**config.mk**
```make
export PLATFORM = sky130hd
export DESIGN_NAME = alu_arbiter
export DESIGN_NICKNAME = d
export VERILOG_FILES = /design/src/rtl/alu_arbiter.sv
export SDC_FILE = /design/constraint.sdc
export NUM_CORES = 1
export LEC_CHECK = 0
export ABC_CLOCK_PERIOD_IN_PS = 4630
export BUFFER_PORTS_ARGS = -buffer_cell sky130_fd_sc_hd__buf_2
export CAP_MARGIN = 0
export CORE_MARGIN = 2
export CORE_UTILIZATION = 48
export DETAILED_ROUTE_END_ITERATION = 8
export PLACE_DENSITY = 0.85
export SLEW_MARGIN = 25
export SYNTH_ARGS = -nofsm -noshare
export SYNTH_HDL_FRONTEND = slang
export SYNTH_SLANG_ARGS = --single-unit
```
**constraint.sdc**
```tcl
create_clock -name clk -period 4.63 [get_ports clk]
set_input_delay 0.463 -clock clk [delete_from_list [all_inputs] [get_ports clk]]
set_output_delay 0.463 -clock clk [all_outputs]
set_load 0.005 [all_outputs]
```
**src/rtl/alu_arbiter.sv**
```systemverilog
// Two-requester front end for a shared, purely combinational 16-bit ALU.
// Requesters are arbitrated round-robin. Each accepted operation moves
// through a three-state sequence: IDLE (grant/accept), EXEC (the ALU sees
// the latched operands and its result is captured) and RESP (the result is
// held for the granted requester until it is consumed).
// Operands reach the ALU only from the latched registers, so the ALU input
// never follows the request ports combinationally.
module alu_arbiter (
  input  logic        clk,
  input  logic        rst_n,
  // Request side
  input  logic        req0_valid,
  input  logic        req1_valid,
  output logic        req0_ready,
  output logic        req1_ready,
  input  logic [15:0] req0_a,
  input  logic [15:0] req0_b,
  input  logic [15:0] req1_a,
  input  logic [15:0] req1_b,
  input  logic [1:0]  req0_op,
  input  logic [1:0]  req1_op,
  // Shared ALU
  output logic [15:0] alu_ain,
  output logic [15:0] alu_bin,
  output logic [1:0]  alu_op,
  input  logic [15:0] alu_out,
  input  logic        alu_n,
  input  logic        alu_v,
  input  logic        alu_z,
  // Response side
  output logic        rsp0_valid,
  output logic        rsp1_valid,
  input  logic        rsp0_ready,
  input  logic        rsp1_ready,
  output logic [15:0] rsp_data,
  output logic [2:0]  rsp_flags,
  output logic [2:0]  status_nvz,
  output logic        busy
);

  typedef enum logic [1:0] {
    IDLE = 2'b00,
    EXEC = 2'b01,
    RESP = 2'b10
  } state_e;

  state_e      state_q;
  logic        armed_q;      // low until the first clock edge after reset release
  logic        last_gnt_q;   // most recently served requester
  logic        gnt_q;        // requester owning the operation in flight
  logic [15:0] a_q;
  logic [15:0] b_q;
  logic [1:0]  op_q;
  logic [15:0] rsp_data_q;
  logic [2:0]  rsp_flags_q;
  logic [2:0]  status_q;
  logic        rsp0_valid_q;
  logic        rsp1_valid_q;
  logic        busy_q;

  // Arbitration result for the current IDLE cycle
  logic        gnt_d;
  logic        any_valid;
  logic        accept;
  logic        rsp_fire;
  logic [15:0] sel_a;
  logic [15:0] sel_b;
  logic [1:0]  sel_op;

  // Round-robin grant and same-cycle ready generation.
  // NOTE: every signal assigned in this block gets a default first, so no
  // path leaves it unassigned and no latch is inferred.
  always_comb begin
    gnt_d      = 1'b0;
    req0_ready = 1'b0;
    req1_ready = 1'b0;
    any_valid  = req0_valid || req1_valid;
    if (state_q == IDLE && armed_q && any_valid) begin
      if (req0_valid && req1_valid) begin
        gnt_d = ~last_gnt_q;
      end else begin
        gnt_d = req1_valid;
      end
      req0_ready = ~gnt_d;
      req1_ready = gnt_d;
    end
  end

  // Accept requires valid, so a requester that drops valid is never served;
  // only the granted response port can complete the response.
  assign accept   = (req0_valid && req0_ready) || (req1_valid && req1_ready);
  assign rsp_fire = (state_q == RESP) && (gnt_q ? rsp1_ready : rsp0_ready);

  assign sel_a  = gnt_d ? req1_a  : req0_a;
  assign sel_b  = gnt_d ? req1_b  : req0_b;
  assign sel_op = gnt_d ? req1_op : req0_op;

  // Operation sequencer: latches the granted operation, captures the ALU
  // result, and holds the response until the owning requester consumes it.
  // NOTE: all state here is updated with non-blocking assignments so every
  // register samples pre-edge values regardless of statement order.
  always_ff @(posedge clk or negedge rst_n) begin
    if (!rst_n) begin
      state_q      <= IDLE;
      armed_q      <= 1'b0;
      last_gnt_q   <= 1'b1;   // requester 0 wins the first tie
      gnt_q        <= 1'b0;
      a_q          <= 16'h0000;
      b_q          <= 16'h0000;
      op_q         <= 2'b00;
      rsp_data_q   <= 16'h0000;
      rsp_flags_q  <= 3'b000;
      status_q     <= 3'b000;
      rsp0_valid_q <= 1'b0;
      rsp1_valid_q <= 1'b0;
      busy_q       <= 1'b0;
    end else begin
      armed_q <= 1'b1;
      case (state_q)
        IDLE: begin
          if (accept) begin
            a_q     <= sel_a;
            b_q     <= sel_b;
            op_q    <= sel_op;
            gnt_q   <= gnt_d;
            busy_q  <= 1'b1;
            state_q <= EXEC;
          end
        end
        EXEC: begin
          // Result and flags are stored bit-for-bit as the ALU drives them.
          rsp_data_q   <= alu_out;
          rsp_flags_q  <= {alu_n, alu_v, alu_z};
          status_q     <= {alu_n, alu_v, alu_z};
          rsp0_valid_q <= ~gnt_q;
          rsp1_valid_q <= gnt_q;
          state_q      <= RESP;
        end
        RESP: begin
          if (rsp_fire) begin
            rsp0_valid_q <= 1'b0;
            rsp1_valid_q <= 1'b0;
            last_gnt_q   <= gnt_q;
            busy_q       <= 1'b0;
            state_q      <= IDLE;
          end
        end
        default: begin
          rsp0_valid_q <= 1'b0;
          rsp1_valid_q <= 1'b0;
          busy_q       <= 1'b0;
          state_q      <= IDLE;
        end
      endcase
    end
  end

  assign alu_ain    = a_q;
  assign alu_bin    = b_q;
  assign alu_op     = op_q;
  assign rsp_data   = rsp_data_q;
  assign rsp_flags  = rsp_flags_q;
  assign status_nvz = status_q;
  assign rsp0_valid = rsp0_valid_q;
  assign rsp1_valid = rsp1_valid_q;
  assign busy       = busy_q;

endmodule

```
==> results of run 1 <==
logic make-up (layout without fill, tap and decap cells):
group | after synthesis | after routing | synth area share
DFF | 61 | 61 | 0.529
other | 1 | 1 | 0.00130
and+or+nand+nor | 78 | 78 | 0.178
buffers and inverters | 29 | 176 | 0.0676
AOI/OAI and AO/OA | 43 | 43 | 0.142
muxes | 21 | 21 | 0.0811
flip-flops by register name, indices dropped and copies added, names as in the netlist:
register / cells
status_nvz: 3
alu_bin: 16
busy: 1
armed_q: 1
rsp0_valid: 1
alu_op: 2
gnt_q: 1
rsp_data: 16
last_gnt_q: 1
rsp1_valid: 1
alu_ain: 16
state_q: 2
worst max-delay path, stage by stage, from the launching register on:
cell and delay, ns:
dfrtp_1 0.48, nor3b_2 0.26, and3_2 0.66, buf_2 0.23
per-stage QoR:
step	instance area (µm²)	utilization	total power [mW]
after floorplan	2890	-	1.47
after global placement	3590	0.614	1.76
after detailed placement	3590	0.614	1.81
final	3820	0.654	2.30
after global routing	3820	0.654	2.45
after CTS	3800	0.650	2.31
placed cells by master, fill, tap and decap left out, drive strengths merged, types with 2 or more instances in the layout:
| cell | count |
|---|---|
| nor2b | 2 |
| mux2 | 19 |
| dfrtp | 60 |
| nor3 | 34 |
| inv | 4 |
| clkbuf | 11 |
| o2bb2ai | 2 |
| a21oi | 2 |
| buf | 156 |
| a221o | 34 |
| nand2 | 36 |
| clkinvlp | 2 |
| mux2i | 2 |
| nor3b | 2 |
| clkinv | 2 |
per-layer routing:
metal	GRT usage	up-vias	part of all wire
li1	-	1142	-
met2	0.378	101	0.51
met3	0.0527	12	0.072
met1	0.278	1172	0.40
met5	0	-	0
met4	0.102	0	0.019
path summary, 6_finish.rpt:
check / startpoint / end / slack, ns / cells after the start
min in group clk: alu_out[9] / rsp_data[9]$_DFFE_PN0N_ / 0.35 / 2
hold / removal: rst_n / rsp_data[9]$_DFFE_PN0N_ / 0.28 / 2
setup / recovery: state_q[1]$_DFFE_PN0P_ / req1_ready / 2.19 / 3
hold reg to reg: rsp_data[8]$_DFFE_PN0N_ / rsp_data[8]$_DFFE_PN0N_ / 0.50 / 1
setup reg to reg: state_q[1]$_DFFE_PN0P_ / alu_ain[13]$_DFFE_PN0P_ / 2.83 / 4
max in group asynchronous: rst_n / alu_ain[3]$_DFFE_PN0P_ / 3.84 / 2
cell usage after synthesis:
cell       number  share of area
buf_8           1         0.0052
nor3b_2         2         0.0087
clkbuf_1        5         0.0065
mux2i_1         2         0.0069
o21ai_1         1         0.0017
inv_1           4         0.0052
a21bo_2         1         0.0035
a221o_1        30           0.10
conb_1          1         0.0013
buf_6           7          0.027
dfstp_2         1         0.0091
nand2_1        36          0.047
nor2b_1         2         0.0043
a31oi_1         1         0.0022
buf_2           9          0.016
mux2_2         19          0.074
nor3_1          5         0.0087
nor3_2         29           0.10
or3b_1          1         0.0030
a21oi_1         2         0.0035
a211oi_1        1         0.0026
nand3b_1        1         0.0026
a221o_2         4          0.016
o22a_1          1         0.0030
buf_4           3         0.0078
o2bb2ai_1       2         0.0061
dfrtp_1        60           0.52
and3_1          1         0.0022
nor2_1          1         0.0013
area by class of cell:
type	instances	area, µm²	share of cell area
sequential	61	1530	0.399
multi-input combinational	143	1180	0.308
timing repair buffer	156	801	0.209
clock buffer	11	151	0.0396
tap	75	93.8	0.0245
clock inverter	5	58.8	0.0154
inverter	4	15.0	0.00393
report_power, final:
part | internal (mW) | leakage [nW] | total (mW) | switching (mW)
sequential | 0.790 | 0.736 | 0.947 | 0.157
clock | 0.278 | 0.102 | 0.495 | 0.218
combinational | 0.468 | 1.04 | 0.861 | 0.393
total | 1.54 | 1.88 | 2.30 | 0.767
==> metrics, run 1 <==
Syn Nets=326; placed cells=438; first-pass GRT wire length=roughly 11,000 µm; Peak Freq=just over 400 MHz; clk sink count=between 60 and 70; Die Ht=81.5 µm; gr usage total=0.226; Pleak=1.88 nW; total number of vias=2,427; relative slew slack=0.473; worst min-delay path class=in -> async; die area=0.00665 mm²; CTS root buf=clkbuf_8; kind of critical path=reg -> out; final hold vios=0; DR iter-0 viols=roughly 120; Clock Skews=0.00825 ns; drt pass-1 iters=4; final std cells w/o fill=~460; Post-CTS Setup Repair Bufs=0; worst setup margin=2.19 ns; Power Density=roughly 600 mW/mm²; clock latency on the worst-skew pair=0.34 ns; number of synthesized register bits=61; H-Tree Depth=3; clk slew on worst S/H paths=0.08 ns; Syn Inst Count=233; layout cells sized above 1=0.611; Setup WS pre-CTS=2.34 ns; outcome=completed; Layout area overhead=32.6%; Avg WL per Cell=16.0 µm; ANT cells=0; RSZ-0062 raised after global routing=false; GRT overflow=0; Ys Warns=0; routability-driven placement congestion ratio=approximately 0.80; Synth cell types=29; cts hold-fix bufs=0; total negative slack=0 ns; CP arrival=1.98 ns; Hold Slack=0.284 ns; CTS tree=yes; Initial Util=0.493; crit start category=flop; initial antenna violation count=0; Post-Synthesis Cell Area=between 0.002 and 0.003 mm²; register area share after synthesis=0.529; clock tree buffer depth=2; worst slew pin tran=a little under 0.8 ns; endpoints failing setup=0; Synth Area per Inst=12.4 µm²; fin. max-slew vios=0; vias in the first global route=2,375; peak supply drop=0.000359 V; Detail Route Antenna Nets=0; Setup crit end kind=output port; fill count=roughly 470; # resized after CTS=0; WL final=7300 µm; vias per cell=5.33; # port buffers=153; TritonCTS buffer count=9; Die W=just over 80 µm; Detailed Place HPWL=5020 µm; # DRC=0; Worst Path Max Fanout=35; Tmin final=2.44 ns; row cnt=28; fin crit share=0.528; I/O pins=154; Worst EP required=around 4.2 ns; Core Area=0.00585 mm²; largest net degree at the start of global routing=slightly above 60; # Max-Cap Violations=0; nets=about 470
No activity file was read; power rests on OpenSTA's default activity.
==> run 2: changes to the inputs <==
--- a/config.mk
+++ b/config.mk
@@ -5,13 +5,13 @@
 export SDC_FILE = /design/constraint.sdc
 export NUM_CORES = 1
 export LEC_CHECK = 0
-export ABC_CLOCK_PERIOD_IN_PS = 4630
+export ABC_CLOCK_PERIOD_IN_PS = 2100
 export BUFFER_PORTS_ARGS = -buffer_cell sky130_fd_sc_hd__buf_2
 export CAP_MARGIN = 0
 export CORE_MARGIN = 2
-export CORE_UTILIZATION = 48
+export CORE_UTILIZATION = 41
 export DETAILED_ROUTE_END_ITERATION = 8
-export PLACE_DENSITY = 0.85
+export PLACE_DENSITY = 0.77
 export SLEW_MARGIN = 25
 export SYNTH_ARGS = -nofsm -noshare
 export SYNTH_HDL_FRONTEND = slang
==> constraint.sdc (replaced) <==
create_clock -name clk -period 2.1 [get_ports clk]
set_input_delay 0.21 -clock clk [delete_from_list [all_inputs] [get_ports clk]]
set_output_delay 0.21 -clock clk [all_outputs]
set_load 0.005 [all_outputs]
==> run 2 against run 1 <==
  * Critical path depth did not move
  * Global-route usage decreased by 2.7 points
  * Critical path type unchanged
  * Highest routed layer unchanged
  * Sequential power is 120% higher
  * Hold slack got worse by 0.17 ns
  * Combinational power is 130% higher
  * Sequential share of layout area down 0.74 points
  * First-iteration DRC count increased by 3.4%
==> metrics, run 2 (synthesis gave the netlist of run 1 again) <==
Setup crit end kind=output port (unchanged); clk sink count=61 (unchanged); Avg WL per Cell=15.4 µm (was 16.0 µm); fin crit share=0.915; CTS tree=yes (unchanged); Net Sw Frac=0.331 (was 0.333); CTS root buf=clkbuf_8 (unchanged); Core Area=0.00679 mm² (was 0.00585 mm²); CP arrival=1.71 ns (was 1.98 ns); net switching power=1.64 mW (was 767 µW); kind of critical path=reg -> out (unchanged); clock tree buffer depth=2 (unchanged); Critical R2R Launch=state_q[1]$_DFFE_PN0P_ (unchanged); TritonCTS buffer count=9 (unchanged); post-route cell area=0.00390 mm² (was 0.00382 mm²); initial antenna violation count=0 (unchanged); RSZ-0062 raised after global routing=false (unchanged); commonest non-fill, non-tap cells in the layout=buf_2 (153), dfrtp_1 (60), nand2_1 (36) (unchanged); Setup WS pre-CTS=0.415 ns (was 2.34 ns); Initial Util=0.425 (was 0.493); most common cell after layout, fill and taps aside=buf_2 (unchanged); GRT overflow=0 (unchanged); clock latency on the worst-skew pair=0.33 ns (was 0.34 ns); Detailed Place HPWL=5490 µm (was 5020 µm); Tmin final=1.92 ns; largest net degree at the start of global routing=35 (was 62); Final Total Pwr=4.97 mW (was 2.30 mW); worst setup margin=0.178 ns (was 2.19 ns); worst slew pin tran=0.549 ns (was 0.791 ns); relative slew slack=0.634 (was 0.473); drt pass-1 iters=4 (unchanged); Hold Crit Start=req1_b[11]; hold path endpoint=alu_bin[11]$_DFFE_PN0P_; vias in the first global route=2,418 (was 2,375); # port buffers=153 (unchanged); row cnt=30 (was 28); # Max-Cap Violations=0 (unchanged); flop2flop setup slack=0.41 ns (was 2.83 ns); layout cells sized above 1=0.608 (was 0.611); die area=0.00772 mm² (was 0.00665 mm²); worst min-delay path class=in -> reg (was in -> async); register share of total power=0.420 (was 0.411); routability-driven placement congestion ratio=0.756 (was 0.796); Combinational Power Share=0.394 (was 0.374); Detail Route Antenna Nets=0 (unchanged); Die Ht=87.9 µm (was 81.5 µm); Die W=87.9 µm (was 81.5 µm); vias per cell=5.05 (was 5.33); fin. max-slew vios=0 (unchanged); Hold Slack=0.109 ns (was 0.284 ns); I/O pins=154 (unchanged); WL final=7470 µm (was 7300 µm); final hold vios=0 (unchanged); nets=477 (was 468); gr usage total=0.199 (was 0.226); Power Density=1280 mW/mm² (was 602 mW/mm²); peak supply drop=0.000833 V (was 0.000359 V); endpoints failing setup=0 (unchanged); ANT cells=0 (unchanged); worst r2r dst=alu_op[0]$_DFFE_PN0P_ (was alu_ain[13]$_DFFE_PN0P_); first-pass GRT wire length=11,700 µm (was 11,300 µm); R2R cell count=4 (unchanged); Pint=3.33 mW (was 1.54 mW); total number of vias=2,445 (was 2,427); # resized after CTS=0 (unchanged); # DRC=0 (unchanged); H-Tree Depth=3 (unchanged); clock share of power=0.186 (was 0.215); Peak Freq=520 MHz; Worst Path Max Fanout=8 (was 35); Clock Skews=0.00474 ns (was 0.00825 ns); Worst EP required=1.89 ns (was 4.17 ns); Hold Path Depth=2; clk slew on worst S/H paths=0.06 ns (was 0.08 ns); crit start category=flop (unchanged); Layout area overhead=35.1% (was 32.6%); DR iter-0 viols=122 (was 118); placed cell areas=0.00371 mm² (was 0.00359 mm²); total negative slack=0 ns (unchanged); outcome=completed (unchanged); Pleak=1.92 nW (was 1.88 nW)
## run 2: cell types whose count changed in the layout (fill, tap and decap cells not counted), sizes merged
| cell | change |
|---|---|
| clkinvlp | -2 |
| clkinv | -1 |
| dlygate4sd3 | +1 |
| clkbuf | +3 |
| bufinv | -1 |
| buf | +8 |
## run 2: metal layers
metal	up-vias	track usage	share of wire
li1	1156	-	-
met1	1178	0.254	0.43
met2	106	0.328	0.50
met3	5	0.0773	0.071
met4	0	0.0364	0.0052
met5	-	0	0
## run 2: metrics by stage
stage | util | std cells
final | 0.574 | 484
after detailed placement | 0.546 | 468
after global placement | 0.546 | 468
after CTS | 0.574 | 484
after global routing | 0.574 | 484
after floorplan | - | 233
## run 2: critical path, stage by stage (launching register included)
cell and delay [ns]:
dfrtp_1 0.46, or3b_2 0.54, nor3b_2 0.24, buf_2 0.16
## run 2: worst max-delay path by stage
| stage | from | to | slack, ns | cells after the start |
|---|---|---|---|---|
| final | state_q[1]$_DFFE_PN0P_ | req0_ready | 0.18 | 3 |
| after global routing | state_q[1]$_DFFE_PN0P_ | req0_ready | 0.08 | 3 |
| after CTS | state_q[1]$_DFFE_PN0P_ | req0_ready | 0.16 | 3 |
| after detailed placement | state_q[1]$_DFFE_PN0P_ | alu_op[0]$_DFFE_PN0P_ | 0.42 | 4 |
| after global placement | state_q[1]$_DFFE_PN0P_ | alu_op[1]$_DFFE_PN0P_ | 0.48 | 4 |
| after floorplan | state_q[1]$_DFFE_PN0P_ | req0_ready | 0.56 | 5 |
## run 2: area by class of cell
type	count	area (µm²)
Tap cell	96	120
Sequential cell	61	1530
Fill cell	599	2900
Inverter	4	15.0
Timing Repair Buffer	165	883
Clock inverter	1	5.00
Multi-Input combinational cell	143	1170
Clock buffer	14	173
## run 2: power groups by stage
| stage | Sequential (mW) | Combinational [mW] | Clock (mW) |
|---|---|---|---|
| after floorplan | 2.10 | 1.14 | 0 |
| after global routing | 2.16 | 2.15 | 1.03 |
| final | 2.09 | 1.96 | 0.926 |
| after global placement | 2.07 | 1.93 | 0 |
| after detailed placement | 2.09 | 1.98 | 0 |
| after CTS | 2.09 | 1.99 | 0.971 |
## run 2: repair_timing
item,4_1_cts,5_1_grt
hold endpoints to repair,21,0
hold buffers,1,0
setup endpoints to repair,0,0
setup buffers,0,0
==> run 3: changes to the inputs <==
==> config.mk (replaced) <==
export PLATFORM = sky130hd
export DESIGN_NAME = alu_arbiter
export DESIGN_NICKNAME = d
export VERILOG_FILES = /design/src/rtl/alu_arbiter.sv
export SDC_FILE = /design/constraint.sdc
export NUM_CORES = 1
export LEC_CHECK = 0
export ABC_CLOCK_PERIOD_IN_PS = 2400
export BUFFER_PORTS_ARGS = -buffer_cell sky130_fd_sc_hd__buf_4
export CAP_MARGIN = 0
export CORE_MARGIN = 2
export CORE_UTILIZATION = 48
export DETAILED_ROUTE_END_ITERATION = 8
export PLACE_DENSITY = 0.85
export SLEW_MARGIN = 25
export SYNTH_ARGS = -nofsm -noshare
export SYNTH_HDL_FRONTEND = slang
export SYNTH_SLANG_ARGS = --single-unit
==> constraint.sdc (replaced) <==
create_clock -name clk -period 2.4 [get_ports clk]
set_input_delay 0.24 -clock clk [delete_from_list [all_inputs] [get_ports clk]]
set_output_delay 0.24 -clock clk [all_outputs]
set_load 0.005 [all_outputs]
==> run 3 against run 2 <==
  * The run now ends with negative hold slack left
  * First-iteration DRC count shrank 7.4%
  * Non-clock buffer count shrank 5
  * Clock power shrank 8.7%
  * Register-to-register slack gained 0.27 ns
  * Critical path type unchanged
==> metrics, run 3 (synthesis gave the netlist of run 1 again) <==
outcome=complete, but fails checks (was completed); failing checks=negative hold slack; row cnt=28 (was 30); largest net degree at the start of global routing=62 (was 35); Detail Route Antenna Nets=0 (unchanged); gr usage total=0.242 (was 0.199); # port buffers=153 (unchanged); commonest non-fill, non-tap cells in the layout=buf_4 (160), dfrtp_1 (60), nand2_1 (36) (was buf_2 (153), dfrtp_1 (60), nand2_1 (36)); final hold vios=15 (was 0); worst min-delay path class=in -> async (was in -> reg); I/O pins=154 (unchanged); fin crit share=0.903; CTS root buf=clkbuf_8 (unchanged); nets=472 (was 477); Pleak=2.00 nW (was 1.92 nW); cts hold-fix bufs=0 (was 1); CTS tree=yes (unchanged); worst slew pin tran=0.767 ns (was 0.549 ns); drt pass-1 iters=4 (unchanged); clk slew on worst S/H paths=0.06 ns (about the same); CP arrival=1.93 ns (was 1.71 ns); placed cells=443 (was 468); clock latency on the worst-skew pair=0.33 ns (about the same); Avg WL per Cell=16.9 µm (was 15.4 µm); Layout area overhead=45.1% (was 35.1%); Crit path buffers/inverters=2 (was 1); GR Layer Usage met2=0.404 (was 0.328); fin. max-slew vios=0 (unchanged); total number of vias=2,515 (was 2,445); ANT cells=0 (unchanged); RSZ-0062 raised after global routing=false (unchanged); routability-driven placement congestion ratio=0.844 (was 0.756); # DRC=0 (unchanged); grt met1 use=0.296 (was 0.254); Hold Slack=-0.0225 ns (was 0.109 ns); # Max-Cap Violations=0 (unchanged); Die Ht=81.5 µm (was 87.9 µm); Worst Path Max Fanout=30 (was 8); Worst path depth=4 (was 3); GRT busiest layer=met2 (unchanged); # resized after CTS=0 (unchanged); die area=0.00665 mm² (was 0.00772 mm²); Tmin final=2.17 ns; Die W=81.5 µm (was 87.9 µm); layout cells sized above 1=0.601 (was 0.608); Clock Skews=0.00393 ns (was 0.00474 ns); final std cells w/o fill=458 (was 484); initial antenna violation count=0 (unchanged); TritonCTS buffer count=9 (unchanged); Setup crit end kind=output port (unchanged); met3 GRT Util=0.0714 (was 0.0773); delay-heaviest family, CP=simple AND/OR/NAND/NOR gates (unchanged); GRT overflow=0 (unchanged); crit start category=flop (unchanged); clock tree buffer depth=2 (unchanged); most frequent cell on the critical path=buf_4; slowest stage delay, CP=0.47 ns (was 0.54 ns); kind of critical path=reg -> out (unchanged); first-pass GRT wire length=12,100 µm (was 11,700 µm); Core Area=0.00585 mm² (was 0.00679 mm²); DR iter-0 viols=113 (was 122); vias in the first global route=2,484 (was 2,418); R2R cell count=4 (unchanged); H-Tree Depth=3 (unchanged); critical path's slowest cell=dfrtp_1 (was or3b_2); relative slew slack=0.488 (was 0.634); total negative slack=0 ns (unchanged); Worst EP required=2.16 ns (was 1.89 ns); endpoints failing setup=0 (unchanged); most common cell after layout, fill and taps aside=buf_4 (was buf_2); peak supply drop=0.000753 V (was 0.000833 V); Power Density=1120 mW/mm² (was 1280 mW/mm²); crit-path cells=nor3b_2 -> and3_1 -> buf_4 -> buf_4 (was or3b_2 -> nor3b_2 -> buf_2); Peak Freq=462 MHz; Post-CTS Setup Repair Bufs=0 (unchanged); Initial Util=0.493 (was 0.425); WL final=7730 µm (was 7470 µm); Detailed Place HPWL=5580 µm (was 5490 µm); clk sink count=61 (unchanged); vias per cell=5.49 (was 5.05)
[run 3: per-stage QoR]
step | power (mW) | setup WS, ns | utilization | instance area [µm²]
floorplan | 2.84 | 0.832 | - | 2890
global placement | 3.78 | 0.635 | 0.686 | 4010
detailed placement | 3.87 | 0.591 | 0.686 | 4010
CTS | 4.73 | 0.227 | 0.715 | 4190
global route | 4.96 | 0.109 | 0.715 | 4190
finish | 4.69 | 0.233 | 0.715 | 4190
[run 3: power by group]
part / switching (mW) / leakage, nW / internal [mW]
Combinational: 0.770 / 1.18 / 1.20
Clock: 0.370 / 0.0875 / 0.474
Sequential: 0.339 / 0.736 / 1.53
Total: 1.48 / 2.00 / 3.21
[run 3: area by class of cell]
type / instances / area, µm²
clock buffers: 13 / 139
clock inverters: 2 / 35.0
fillers: 425 / 1670
inverters: 4 / 15.0
multi-input cells: 143 / 1170
flip-flops and latches: 61 / 1530
well taps: 75 / 93.8
repair buffers: 160 / 1200
[run 3: layer usage]
layer  share of wire  wire length (µm)
met1            0.39              3030
met5               0                 0
met4           0.014               105
met2            0.52              3990
met3           0.078               606
[run 3: worst paths after layout]
path | from | to | slack (ns)
worst max-delay path | state_q[1]$_DFFE_PN0P_ | req1_ready | 0.23
worst min-delay path | rst_n | rsp_data[8]$_DFFE_PN0N_ | -0.02
worst max register to register | state_q[1]$_DFFE_PN0P_ | alu_bin[11]$_DFFE_PN0P_ | 0.68
worst min register to register | rsp_data[14]$_DFFE_PN0N_ | rsp_data[14]$_DFFE_PN0N_ | 0.51
max in group asynchronous | rst_n | alu_ain[15]$_DFFE_PN0P_ | 1.91
min in group clk | req1_a[0] | alu_ain[0]$_DFFE_PN0P_ | 0.14
